## src/rtl/game_pkg.sv

```systemverilog
// Shared game definitions: obstacle word layout, obstacle types, game states,
// and the button bundle passed between the scheduler and its latch.
package game_pkg;

  typedef enum logic [2:0] {
    OBS_EMPTY  = 3'd0,
    OBS_LOW    = 3'd1,
    OBS_HIGH   = 3'd2,
    OBS_MIDDLE = 3'd3,
    OBS_TRAIN  = 3'd4,
    OBS_RAMP   = 3'd5,
    OBS_MOVING = 3'd6
  } obstacle_type_t;

  // Obstacle word field slices
  localparam int TYPE_MSB  = 15;
  localparam int TYPE_LSB  = 13;
  localparam int LANE_MSB  = 12;
  localparam int LANE_LSB  = 11;
  localparam int DEPTH_MSB = 10;
  localparam int DEPTH_LSB = 0;

  localparam int HALF_BLOCK_LENGTH = 160;

  typedef enum logic [1:0] {
    GS_TITLE = 2'd0,
    GS_RUN   = 2'd1,
    GS_OVER  = 2'd2
  } game_state_t;

  typedef struct packed {
    logic jump;
    logic duck;
    logic left;
    logic right;
  } btn_t;

  function automatic obstacle_type_t obs_type(input logic [15:0] w);
    return obstacle_type_t'(w[TYPE_MSB:TYPE_LSB]);
  endfunction

  function automatic logic [10:0] obs_depth(input logic [15:0] w);
    return w[DEPTH_MSB:DEPTH_LSB];
  endfunction

endpackage

```

## src/rtl/button_latch.sv

```systemverilog
// Four sticky button latches that are released to game_logic on the frame tick.
module button_latch
  import game_pkg::*;
(
  input  logic clk,
  input  logic rst,
  input  logic en,     // accumulate only while the game is running
  input  logic clr,    // restart / leave RUN: drop anything pending
  input  logic tick,   // gl_new_frame cycle
  input  btn_t pulse,
  output btn_t fwd
);

  btn_t q;

  // Sticky set; the tick clears, but a pulse landing on the tick survives
  always_ff @(posedge clk) begin
    if (rst || clr) q <= '0;
    else            q <= btn_t'((tick ? 4'b0 : q) | (en ? pulse : 4'b0));
  end

  // Forward on the tick only; opposing left/right cancel, jump/duck both pass
  always_comb begin
    fwd = '0;
    if (tick) begin
      fwd.jump  = q.jump;
      fwd.duck  = q.duck;
      fwd.left  = q.left  & ~q.right;
      fwd.right = q.right & ~q.left;
    end
  end

endmodule

```

## src/rtl/frame_scheduler.sv

```systemverilog
// Per-frame sequencer in front of game_logic: scans the obstacle slot memory,
// fires the frame tick with latched buttons, and runs the TITLE/RUN/OVER FSM.
module frame_scheduler
  import game_pkg::*;
#(
  parameter  int NUM_SLOTS       = 32,
  parameter  int FIRSTROW_DEPTH  = 320,
  parameter  int RESTART_HOLDOFF = 60,
  localparam int ADDR_W          = $clog2(NUM_SLOTS)
) (
  input  logic              clk,
  input  logic              rst,
  input  logic              frame_start,
  input  logic              btn_jump,
  input  logic              btn_duck,
  input  logic              btn_left,
  input  logic              btn_right,
  input  logic              game_over_in,
  output logic [ADDR_W-1:0] mem_addr,
  input  logic [15:0]       mem_rdata,
  output logic [15:0]       obstacle,
  output logic              obstacle_valid,
  output logic              firstrow,
  output logic              gl_new_frame,
  output logic              gl_jump,
  output logic              gl_duck,
  output logic              gl_left,
  output logic              gl_right,
  output logic              gl_rst,
  output logic [1:0]        game_state,
  output logic              scan_busy,
  output logic              frame_overrun
);

  localparam int               HO_W      = $clog2(RESTART_HOLDOFF + 1);
  localparam logic [ADDR_W-1:0] LAST_ADDR = ADDR_W'(NUM_SLOTS - 1);
  localparam logic [10:0]       FR_DEPTH  = 11'(FIRSTROW_DEPTH);

  typedef enum logic [1:0] {SC_IDLE, SC_READ, SC_DRAIN, SC_TICK} scan_state_t;

  scan_state_t       sc_q, sc_d;
  game_state_t       gs_q, gs_d;
  logic [ADDR_W-1:0] addr_q;
  logic [HO_W-1:0]   holdoff_q, holdoff_d;
  logic              rst_pulse_q;
  logic              restart, go_over, scan_start, any_btn, tick;
  btn_t              btn_in, btn_fwd;

  assign btn_in  = '{jump: btn_jump, duck: btn_duck, left: btn_left, right: btn_right};
  assign any_btn = |btn_in;
  assign tick    = (sc_q == SC_TICK);

  // A frame_start on the restart cycle is dropped, and game over wins over a new scan
  assign scan_start = (gs_q == GS_RUN) && (sc_q == SC_IDLE) && frame_start &&
                      !rst_pulse_q && !game_over_in;

  // Scan and game state registers
  always_ff @(posedge clk) begin
    if (rst) begin
      sc_q        <= SC_IDLE;
      gs_q        <= GS_TITLE;
      holdoff_q   <= '0;
      rst_pulse_q <= 1'b0;
    end else begin
      sc_q        <= sc_d;
      gs_q        <= gs_d;
      holdoff_q   <= holdoff_d;
      rst_pulse_q <= restart;
    end
  end

  // Scan sequencing: 1 start cycle, NUM_SLOTS reads, 1 drain, 1 tick
  always_comb begin
    sc_d = sc_q;
    case (sc_q)
      SC_IDLE:  if (scan_start) sc_d = SC_READ;
      SC_READ:  if (addr_q == LAST_ADDR) sc_d = SC_DRAIN;
      SC_DRAIN: sc_d = SC_TICK;
      SC_TICK:  sc_d = SC_IDLE;
      default:  sc_d = SC_IDLE;
    endcase
  end

  // Game FSM; game_over_in is ignored on the restart cycle since game_logic
  // is still clearing its previous game over then
  always_comb begin
    gs_d      = gs_q;
    holdoff_d = holdoff_q;
    restart   = 1'b0;
    go_over   = 1'b0;
    case (gs_q)
      GS_TITLE: if (any_btn) begin
        restart = 1'b1;
        gs_d    = GS_RUN;
      end
      GS_RUN: if (sc_q == SC_IDLE && game_over_in && !rst_pulse_q) begin
        go_over   = 1'b1;
        gs_d      = GS_OVER;
        holdoff_d = HO_W'(RESTART_HOLDOFF);
      end
      GS_OVER: begin
        if (any_btn && holdoff_q == '0) begin
          restart = 1'b1;
          gs_d    = GS_RUN;
        end else if (frame_start && holdoff_q != '0) begin
          holdoff_d = holdoff_q - 1'b1;
        end
      end
      default: gs_d = GS_TITLE;
    endcase
  end

  // Read address walks the slots during READ, parks at 0 otherwise
  always_ff @(posedge clk) begin
    if (rst)                                        addr_q <= '0;
    else if (sc_q == SC_READ && addr_q != LAST_ADDR) addr_q <= addr_q + 1'b1;
    else                                            addr_q <= '0;
  end

  // mem_rdata for the address of a READ cycle is captured at that cycle's
  // closing edge, so each slot is presented for the one cycle that follows
  always_ff @(posedge clk) begin
    if (rst || sc_q != SC_READ) begin
      obstacle       <= '0;
      obstacle_valid <= 1'b0;
      firstrow       <= 1'b0;
    end else begin
      obstacle       <= mem_rdata;
      obstacle_valid <= obs_type(mem_rdata) != OBS_EMPTY;
      firstrow       <= obs_type(mem_rdata) != OBS_EMPTY && obs_depth(mem_rdata) < FR_DEPTH;
    end
  end

  // Sticky overrun flag: a frame arrived before the previous scan finished
  always_ff @(posedge clk) begin
    if (rst)                              frame_overrun <= 1'b0;
    else if (frame_start && sc_q != SC_IDLE) frame_overrun <= 1'b1;
  end

  button_latch u_latch (
    .clk   (clk),
    .rst   (rst),
    .en    (gs_q == GS_RUN),
    .clr   (restart || go_over),
    .tick  (tick),
    .pulse (btn_in),
    .fwd   (btn_fwd)
  );

  assign mem_addr     = addr_q;
  assign gl_new_frame = tick;
  assign gl_jump      = btn_fwd.jump;
  assign gl_duck      = btn_fwd.duck;
  assign gl_left      = btn_fwd.left;
  assign gl_right     = btn_fwd.right;
  assign gl_rst       = rst_pulse_q;
  assign game_state   = gs_q;
  assign scan_busy    = (sc_q != SC_IDLE);

endmodule

```

## config.mk

```make
export PLATFORM = sky130hd
export DESIGN_NAME = frame_scheduler
export DESIGN_NICKNAME = d
export VERILOG_FILES = /design/src/rtl/game_pkg.sv /design/src/rtl/button_latch.sv /design/src/rtl/frame_scheduler.sv
export SDC_FILE = /design/constraint.sdc
export NUM_CORES = 1
export LEC_CHECK = 0
export ABC_AREA = 1
export CELL_PAD_IN_SITES_DETAIL_PLACEMENT = 0
export CELL_PAD_IN_SITES_GLOBAL_PLACEMENT = 1
export CORE_AREA = 4 4 76 78
export CTS_BUF_LIST = sky130_fd_sc_hd__clkbuf_8
export DETAILED_ROUTE_END_ITERATION = 8
export DIE_AREA = 0 0 80 82
export PLACE_DENSITY_LB_ADDON = 0.08
export SKIP_CTS_REPAIR_TIMING = 1
export SLEW_MARGIN = 20
export SYNTH_ARGS = -nofsm -noshare
export SYNTH_HDL_FRONTEND = slang
export SYNTH_HIERARCHICAL = 1
export SYNTH_SLANG_ARGS = --single-unit
```

## constraint.sdc

```tcl
create_clock -name clk -period 1.55 [get_ports clk]
set_input_delay 0.31 -clock clk [delete_from_list [all_inputs] [get_ports clk]]
set_output_delay 0.31 -clock clk [all_outputs]
set_load 0.02 [all_outputs]
```

==> results.tsv <==
metric	value	unit
worst_pin_slew	0.259	ns
groute.usage.overall	0.120	
synth_top_area_cell	dfxtp_1	
wirelength	3880	µm
syn_inst	213	
start_util	0.323	
die_h	82	µm
rsz0062_at_grt	yes	
synth_top_area_share	0.476	
pwr-share-comb	0.217	
gr-total-overflow	0	
grt_antenna_before_repair	0	
crit_path_end_kind	output pin	
ios	57	
num_rows	26	
num_vias	1534	
stdcell_area	2580	µm²
area_growth	57.3	%
clock_power_share	0.335	
post-route-util	0.508	
ant_nets	0	
synthDistinctLibCells	23	
finalCritPeriodShare	0.975	
p_leak	0.00149	µW
fmax	662	MHz
core_area	5070	µm²
min_path_type	reg2reg	
total_power	2450	µW
final_cell_mix	inv_1, dfxtp_1, nor2_1, nand2_1, clkdlybuf4s50_1	
avgSynthCellArea	7.70	µm²
ir_worst_vdd	471	µV
pwr-share-seq	0.448	
htree_levels	2	
drt-initial-drc-count	36	
portBuffers	56	
cts.sinks	39	
fill_cells	534	
synth_area_leaders	dfxtp_1, inv_1, nor2_1	
hold_ws	0.482	ns
wire_per_inst	10.7	µm
cp.arrival	1.20	ns
syn-num-nets	246	
die_w	80	µm
dieArea	6560	µm²
powerDensity	952	nW/µm²
setup_ws	0.0393	ns
setup_viol	0	
dp_slack	-0.119	ns
finClkSkew	0.00529	ns
layout.nets	325	
drive_gt1_frac	0.182	
relSlewSlack	0.826	
p_int	1780	µW
path_class	reg2out	
ys_ff_latch	39	
cts_buffer_depth	2	
critPathBufInv	1	
fin_crit	1.51	ns
grt_pass1_vias	1420	
slew_violations	0	
place_area	2400	µm²
synth_area	1640	µm²
path_cells	clkdlybuf4s50_1	
ys_warn_count	6	
ys_seq_area_frac	0.476	
required	1.24	ns
clk_pin_slew	0.08	ns
clkLatencyLatePin	0.29	ns
clockRootBuffer	clkbuf_8	
drv_cap	0	
final_common_cell	inv_1	
p_sw_frac	0.274	
drt_first_pass_iters	4	
hold_viol	0	
critical_path.top_delay_family	buffers and inverters	
grt_max_degree	13	
cpPeakStageDelay	0.60	ns
cp_max_fo	1	
diodes	0	
startpoint_type	flop	
outcome	completed	
grt_pass1_wl	6090	µm
via_per_inst	4.24	
cp_slowest_cell	clkdlybuf4s50_1	
switchingPower	673	µW
numCtsBuffers	5	
hpwlAfterDp	3000	µm
drc_errors	0	
cts_tree	yes	
globalplace.congestion	0.730	
per-stage QoR:
stage / TNS [ns] / std cells
after floorplan: 0 / 213
after CTS: -2.92 / 361
after global routing: -0.114 / 362
after detailed placement: -0.543 / 354
final: 0 / 362
after global placement: -0.404 / 354
registers in the layout, indices dropped and copies added, names as in the netlist, 2 cells and up:
register	cells
game_state	2
holdoff_q	6
mem_addr	5
obstacle	16
sc_q	2
u_latch/q	4
worst paths after layout:
path	startpoint	end	slack, ns	cells past startpoint
max	obstacle[3]$_SDFF_PP0_	obstacle[3]	0.04	1
min	u_latch/q[2]$_SDFF_PP0_	u_latch/q[2]$_SDFF_PP0_	0.48	2
min reg2reg	u_latch/q[2]$_SDFF_PP0_	u_latch/q[2]$_SDFF_PP0_	0.48	2
max reg2reg	mem_addr[1]$_SDFF_PP0_	sc_q[0]$_SDFFE_PP0P_	0.14	9
area by class of cell:
class                      count  area (µm²)  area share
clock buffer                   5        68.8      0.0267
clock inverter                 2        37.5      0.0146
inverter                      41         154      0.0597
multi-input combinational    131         728       0.282
sequential                    39         785       0.304
tap                           70        87.6      0.0340
timing repair buffer          74         718       0.279
Yosys cell counts:
master and count:
nand2_4 2, o21ai_0 2, inv_1 38, o21ai_1 2, buf_2 2, nand3_2 1, nand4_1 3, nor2_4 2
nand2_2 1, nand4_4 1, or2_2 1, nor3_1 3, dfxtp_1 39, nor2_2 1, nand2_1 33, ha_1 9
o21bai_1 1, a21oi_1 15, nor3b_1 1, nor2_1 37, clkinv_1 1, nand3_1 16, inv_2 2
routing by layer:
layer | up-vias | GRT usage | part of all wire | wire length [µm]
li1 | 814 | - | - | -
met1 | 675 | 0.129 | 0.43 | 1650
met2 | 41 | 0.204 | 0.48 | 1850
met3 | 4 | 0.0592 | 0.084 | 327
met4 | 0 | 0.0473 | 0.012 | 46
met5 | - | 0 | 0 | 0
power by group through the flow:
stage	combinational [µW]	sequential, µW	clock (µW)
floorplan	259	1150	0
global placement	532	1120	0
detailed placement	531	1120	0
CTS	533	1100	850
global route	594	1110	897
finish	534	1100	822
logic make-up after synthesis:
family                   after synthesis  share of synthesized area
AO/OA/AOI/OAI                         20                     0.0626
adder cells (fa/ha/maj)                9                     0.0687
buffers and inverters                 43                      0.100
flip-flops                            39                      0.476
AND/OR/NAND/NOR                      102                      0.292
(Power assumes the default switching activity.)
